### config.mk
export PLATFORM = sky130hd
export DESIGN_NAME = serial_subbit_sub
export DESIGN_NICKNAME = d
export VERILOG_FILES = /design/src/rtl/serial_subbit_sub_pkg.sv /design/src/rtl/serial_subbit_sub_subbit.sv /design/src/rtl/serial_subbit_sub.sv
export SDC_FILE = /design/constraint.sdc
export NUM_CORES = 1
export LEC_CHECK = 0
export ABC_AREA = 0
export ABC_CLOCK_PERIOD_IN_PS = 1400
export CAP_MARGIN = 20
export CELL_PAD_IN_SITES_DETAIL_PLACEMENT = 2
export CELL_PAD_IN_SITES_GLOBAL_PLACEMENT = 2
export CORE_MARGIN = 1
export CORE_UTILIZATION = 28
export DETAILED_ROUTE_END_ITERATION = 16
export PLACE_DENSITY = 0.73
export SLEW_MARGIN = 10
export SYNTH_ARGS = -nofsm -noshare
export SYNTH_HDL_FRONTEND = slang
export SYNTH_SLANG_ARGS = --single-unit
### constraint.sdc
create_clock -name clk -period 1.4 [get_ports clk]
set_input_delay 0.21 -clock clk [delete_from_list [all_inputs] [get_ports clk]]
set_output_delay 0.21 -clock clk [all_outputs]
set_load 0.02 [all_outputs]
### src/rtl/serial_subbit_sub_pkg.sv
// serial_subbit_sub_pkg: FSM state encoding shared by the serial subtractor
package serial_subbit_sub_pkg;
  // 2'd3 is unused and falls back to S_IDLE
  typedef enum logic [1:0] {
    S_IDLE  = 2'd0,
    S_SHIFT = 2'd1,
    S_DONE  = 2'd2
  } state_t;
endpackage

### src/rtl/serial_subbit_sub_subbit.sv
// subbit: combinational 1-bit full subtractor (d = a - b - bin)
//  bin  in  borrow in
//  a    in  minuend bit
//  b    in  subtrahend bit
//  d    out difference bit
//  bout out borrow out
module subbit (
  input  logic bin,
  input  logic a,
  input  logic b,
  output logic d,
  output logic bout
);
  assign d    = a ^ b ^ bin;
  assign bout = (~a & b) | (~(a ^ b) & bin);
endmodule

### src/rtl/serial_subbit_sub.sv
// serial_subbit_sub: bit-serial a-b, LSB first, one bit per clock, start/busy/done framed
//  clk, rst_n       clock, async active-low reset
//  start, a, b      request and operands, captured when accepted in IDLE
//  busy, done       busy while shifting, one-cycle done pulse when result is valid
//  diff, bout, ovf  a-b mod 2^WIDTH, unsigned borrow, signed overflow
module serial_subbit_sub
  import serial_subbit_sub_pkg::*;
#(
  parameter int WIDTH = 8
) (
  input  logic             clk,
  input  logic             rst_n,
  input  logic             start,
  input  logic [WIDTH-1:0] a,
  input  logic [WIDTH-1:0] b,
  output logic             busy,
  output logic             done,
  output logic [WIDTH-1:0] diff,
  output logic             bout,
  output logic             ovf
);
  localparam int CW = $clog2(WIDTH);
  state_t           r_state;
  logic [WIDTH-1:0] r_a, r_b;
  logic             r_br;
  logic [CW-1:0]    r_cnt;
  logic             r_amsb, r_bmsb;
  logic             w_d, w_bo;
  subbit u_cell (.bin(r_br), .a(r_a[0]), .b(r_b[0]), .d(w_d), .bout(w_bo));
  always_ff @(posedge clk or negedge rst_n) begin
    if (!rst_n) begin
      r_state <= S_IDLE;
      r_a     <= '0;
      r_b     <= '0;
      r_br    <= 1'b0;
      r_cnt   <= '0;
      r_amsb  <= 1'b0;
      r_bmsb  <= 1'b0;
      busy    <= 1'b0;
      done    <= 1'b0;
      diff    <= '0;
      bout    <= 1'b0;
      ovf     <= 1'b0;
    end else begin
      case (r_state)
        S_IDLE: begin
          done <= 1'b0;
          if (start) begin
            r_a     <= a;
            r_b     <= b;
            r_amsb  <= a[WIDTH-1];
            r_bmsb  <= b[WIDTH-1];
            r_br    <= 1'b0;
            r_cnt   <= CW'(WIDTH - 1);
            busy    <= 1'b1;
            r_state <= S_SHIFT;
          end
        end
        S_SHIFT: begin
          r_a  <= r_a >> 1;
          r_b  <= r_b >> 1;
          r_br <= w_bo;
          diff <= {w_d, diff[WIDTH-1:1]};
          if (r_cnt == '0) begin
            // last bit: w_d is the result MSB, so the flags can be registered now
            busy    <= 1'b0;
            done    <= 1'b1;
            bout    <= w_bo;
            ovf     <= (r_amsb != r_bmsb) && (w_d != r_amsb);
            r_state <= S_DONE;
          end else begin
            r_cnt <= r_cnt - 1'b1;
          end
        end
        S_DONE: begin
          done    <= 1'b0;
          r_state <= S_IDLE;
        end
        default: begin
          busy    <= 1'b0;
          done    <= 1'b0;
          r_state <= S_IDLE;
        end
      endcase
    end
  end
endmodule

==> summary.txt, run 1 <==
Nets: 227
final setup vio count: 2
CP max stage delay: 0.43 ns
clk slew on worst S/H paths: 0.07 ns
Cells after Synth: 160
worst setup margin: -0.0927 ns
Syn-to-layout area delta: 32.9%
first-pass GRT wire length: 6910 um
Fin. Hold Viols: 0
Netlist cell types: 32
maximum clock path buffer count: 2
Setup CP Type: register to register
number of placed I/O pins: 31
synth cell count leaders: 42 x nand2_1, 36 x dfrtp_1, 15 x mux2i_1, 10 x o21ai_0, 9 x o21ai_1
syn nets: 182
most common cell in the netlist: nand2_1
failing checks: setup timing
critical-path cell list: inv_2, fa_1, or3b_4, a31oi_1
antenna-violating nets left: 0
Max Slew Vio Count: 0
flops & latches, synth: 36
aggregate global routing overflow: 0
DPL Wire Length: 3080 um
layout cells sized above 1: 0.170
Clock Skew: 0.00527 ns
CP startpoint kind: register
CTS Buf Count: 5
worst skew pair latency: 0.29 ns
endpoint class of the critical path: register
Placement Rows: 27
EDFF count, synth: 0
power per cell area: 2220 nW/um^2
maximum clock rate: 670 MHz
Synth top area share: 0.541
status: complete, but fails checks
vias per inst: 4.64
# placed instances: 268
Relative slew margins: 0.683
Leak: 1.03 nW
synth top area cells: dfrtp_1 54%, nand2_1 9.5%, mux2i_1 9.0%
Residual DRC: 0
GRT Total Usage: 0.148
RSZ-0062 raised after global routing: true
htree depth: 2
syn_area_per_cell: 10.4 um^2
vias in the first global route: 1,419
routed len/inst: 14.8 um
Core Footprint: 5610 um^2
top_reg_cell synth: dfrtp_1
Via Count: 1,291
largest net degree at the start of global routing: 37
register area share after synthesis: 0.541
Initial DRC Count: 47
CP required: 1.61 ns
port bufs: 30
WL final: 4110 um
Root Driver: clkbuf_8
Die ar.: 6260 um^2
maximum vdd drop: 0.746 mV
multi-input logic area: 692 um^2
clock sinks: 36
Ys Warns: 0
First-pass DRT Iterations: 4
Die Y: 79.1 um
Slew @ Worst Pin: 0.475 ns
crit path DAT: 1.70 ns
Yosys top cell by area: dfrtp_1
Async S/R FF share, synth: 1.00
storage element area: 901 um^2
crit-path max FO: 2
CTS tree: built
GP Congestion: 0.746
Filler Cell Count: 606
final core occ: 0.394
period utilization: 1.07
mapped cell area: 1660 um^2
min Tclk post-route: 1.49 ns
Initial Utilization: 0.297
non-filler cells in the finished layout: 278
Setup WS pre-CTS: -0.128 ns
Worst Hold Class: register to register
die width: 79.1 um
slowest CP cell: fa_1
initial antenna violation count: 0
antenna fix cells: 0
max cap viols: 0
==> power breakdown <==
part / leakage (nW) / total (mW) / switching [mW] / internal [mW]
Combinational: 0.533 / 2.29 / 1.22 / 1.07
Clock: 0.0455 / 0.764 / 0.363 / 0.401
Sequential: 0.447 / 1.86 / 0.346 / 1.51
==> per-layer routing <==
layer,up-vias,global-route usage,share of wire
met5,-,0,0
li1,620,-,-
met1,631,0.162,0.41
met2,31,0.276,0.53
met3,9,0.0345,0.044
met4,0,0.0545,0.016
==> layout by cell type, fill, tap and decap left out <==
cell type and instances:
a21oi_1 4, a22oi_1 1, a31oi_1 1, a32oi_1 1, and2b_1 1, buf_12 1
buf_2 1, buf_4 15, clkbuf_1 2, clkbuf_8 6, clkdlybuf4s50_1 17, dfrtp_1 36
dlygate4sd2_1 12, dlygate4sd3_1 1, fa_1 1, ha_1 2, inv_1 2, inv_2 2
mux2_2 2, mux2i_1 15, nand2_1 42, nand2b_1 2, nand2b_4 2, nand3b_1 1
nor2_1 6, nor2_2 1, nor2b_1 3, nor2b_2 1, nor2b_4 1, o21ai_0 10
o21ai_1 9, o21bai_2 1, o2bb2ai_1 1, o31ai_2 1, o32a_1 1, or3b_4 1
==> layout make-up <==
| class | count | share of cell area |
|---|---|---|
| clock buffers | 8 | 0.0407 |
| flip-flops and latches | 36 | 0.407 |
| multi-input cells | 111 | 0.313 |
| well taps | 72 | 0.0407 |
| inverters | 4 | 0.00679 |
| repair buffers | 47 | 0.191 |
==> stage by stage <==
step	TNS [ns]	area (um^2)	hold slack, ns	total power, mW
2_1_floorplan	-0.0348	1670	-0.0856	3.32
3_3_place_gp	-0.234	2100	0.276	4.04
3_5_place_dp	-1.39	2100	0.290	4.29
4_1_cts	-0.235	2190	0.497	4.98
5_1_grt	-1.32	2210	0.514	5.30
6_report	-0.108	2210	0.491	4.91
==> repair_timing <==
item / 4_1_cts / 5_1_grt
endpoints found under the hold margin: 36 / 0
gates resized for setup: 16 / 2
hold buffers: 1 / 0
buffers inserted: 0 / 1
setup endpoints to repair: 24 / 28
pin swaps: 1 / 0
==> cell families (layout without fill, tap and decap cells) <==
| kind of cell | count (synthesis) | in the layout | synth area share |
|---|---|---|---|
| AOI/OAI and AO/OA | 30 | 30 | 0.106 |
| adders and majority gates | 3 | 3 | 0.0271 |
| buffers and inverters | 13 | 59 | 0.0556 |
| DFF | 36 | 36 | 0.541 |
| muxes | 17 | 17 | 0.104 |
| and+or+nand+nor | 61 | 61 | 0.166 |
==> registers in the layout (all words and copies together), names as in the netlist <==
signal	cells
bout	1
busy	1
diff	8
done	1
ovf	1
r_a	8
r_amsb	1
r_b	8
r_bmsb	1
r_br	1
r_cnt	3
r_state	2
==> path summary, 6_finish.rpt <==
path	to	cells after the start	slack, ns	start
worst max-delay path	ovf	4	-0.09	r_br
worst min register to register	done	2	0.49	done
worst min-delay path	done	2	0.49	done
worst max register to register	ovf	4	-0.09	r_br
max in group asynchronous	r_a[3]	3	0.56	rst_n
min in group asynchronous	done	3	0.51	rst_n
==> worst max-delay path: cells and delay by family, from the launching register on <==
family,cells,cell delay (ns)
fa+ha+maj,1,0.43
flops,1,0.41
simple gates,1,0.38
compound gates,1,0.13
buf+inv,1,0.07
No activity file was read; power rests on OpenSTA's default activity.
==> inputs of run 2 (changes only) <==
CTS_CLUSTER_DIAMETER = 80   (was unset)
==> results of run 2 <==
Same layout as run 1: the final DEF is identical, and so are final timing and power.
==> inputs of run 3 (changes only) <==
SKIP_LAST_GASP = 1   (was unset)
TNS_END_PERCENT = 100   (was unset)
==> summary.txt, run 3 (synthesis gave the netlist of run 1 again) <==
status: complete, but fails checks
failing checks: setup timing
WL final: 4110 um
grt met1 use: 0.162
# placed instances: 268
largest net degree at the start of global routing: 37
aggregate global routing overflow: 0
Initial Utilization: 0.297
final setup vio count: 2
M2 GR Usage: 0.276
number of placed I/O pins: 31
most frequent cells in the layout: 42 x nand2_1, 36 x dfrtp_1, 17 x clkdlybuf4s50_1
antenna-violating nets left: 0
first-pass GRT wire length: 6910 um
clk slew on worst S/H paths: 0.07 ns
critical-path cell list: inv_2, fa_1, or3b_4, a31oi_1
crit path DAT: 1.70 ns
commonest non-fill, non-tap cell in the layout: nand2_1
Initial DRC Count: 47
CP required: 1.61 ns
crit-path max FO: 2
clock sinks: 36
maximum clock rate: 670 MHz
initial antenna violation count: 0
Placement Rows: 27
CTS Buf Count: 5
max cap viols: 0
power per cell area: 2220 nW/um^2
largest registers: diff x8, r_a x8, r_b x8
Slew @ Worst Pin: 0.475 ns
layout cells sized above 1: 0.165
GP Congestion: 0.746
GRT Total Usage: 0.148
Post-DP Area: 2100 um^2
routed len/inst: 14.8 um
maximum clock path buffer count: 2
maximum vdd drop: 0.746 mV
Core Footprint: 5610 um^2
RSZ-0062 raised after global routing: true
vias per inst: 4.64
final core occ: 0.394
antenna fix cells: 0
Die ar.: 6260 um^2
Filler Cell Count: 606
vias in the first global route: 1,419
worst skew pair latency: 0.29 ns
port bufs: 30
CP max stage delay: 0.43 ns
period utilization: 1.07
Leak: 1.03 nW
Worst Hold Class: register to register
Root Driver: clkbuf_8
Nets: 227
CTS tree: built
GR peak layer: met2
Die Y: 79.1 um
worst setup margin: -0.0927 ns
Setup WS pre-CTS: -0.128 ns
Fin. Hold Viols: 0
endpoint class of the critical path: register
Via Count: 1,291
DPL Wire Length: 3080 um
Max Slew Vio Count: 0
non-filler cells in the finished layout: 278
min Tclk post-route: 1.49 ns
Final Cell Area: 2210 um^2
total power draw: 4.90 mW
htree depth: 2
First-pass DRT Iterations: 4
Setup CP Type: register to register
Relative slew margins: 0.683
FF-to-FF setup slack: -0.09 ns
CP startpoint kind: register
die width: 79.1 um
slowest CP cell: fa_1
Clock Skew: 0.00527 ns
met3 global-route usage: 0.0345
Residual DRC: 0
Syn-to-layout area delta: 32.9%
run 3: cell counts in the layout (fill, tap and decap cells not counted):
Identical to the previous run, type by type.
run 3: where the power goes:
part	internal, mW	leakage (nW)	switching (mW)
clock	0.401	0.0455	0.363
combinational	1.07	0.534	1.22
sequential	1.51	0.447	0.343
total	2.98	1.03	1.92
run 3: through the flow:
step,hold WS [ns],TNS [ns]
final,0.491,-0.108
after global routing,0.514,-1.32
after CTS,0.497,-0.241
after detailed placement,0.290,-1.39
after global placement,0.276,-0.234
after floorplan,-0.0856,-0.0348
run 3: cell type report:
| class | count | area, um^2 | share of cell area |
|---|---|---|---|
| clock buffer | 8 | 90.1 | 0.0407 |
| inverter | 4 | 15.0 | 0.00679 |
| multi-input combinational | 111 | 692 | 0.313 |
| sequential | 36 | 901 | 0.407 |
| tap | 72 | 90.1 | 0.0407 |
| timing repair buffer | 47 | 423 | 0.191 |
run 3: per-layer routing:
layer / routed length [um] / vias to the layer above / share of wire
met4: 66 / 0 / 0.016
met3: 181 / 9 / 0.044
met1: 1670 / 631 / 0.41
met2: 2190 / 31 / 0.53
met5: 0 / - / 0
li1: - / 620 / -
run 3: critical path: cells and delay by family, from the launching register on:
kind / cells / cell delay, ns
flip-flops: 1 / 0.41
buffers and inverters: 1 / 0.07
adder cells (fa/ha/maj): 1 / 0.43
AO/OA/AOI/OAI: 1 / 0.13
AND/OR/NAND/NOR: 1 / 0.38
run 3: final timing paths:
check                           start      to  cells after the start
worst max-delay path             r_br     ovf                      4
worst min-delay path             done    done                      2
worst max register to register   r_br     ovf                      4
worst min register to register   done    done                      2
max in group asynchronous       rst_n  r_a[3]                      3
min in group asynchronous       rst_n    done                      3
run 3: repair_timing:
item	CTS	global route
setup endpoints to repair	24	28
gates cloned	0	0
hold endpoints to repair	36	0
gates resized for setup	15	2
hold buffers	1	0
setup buffers	0	1
pin swaps	1	0
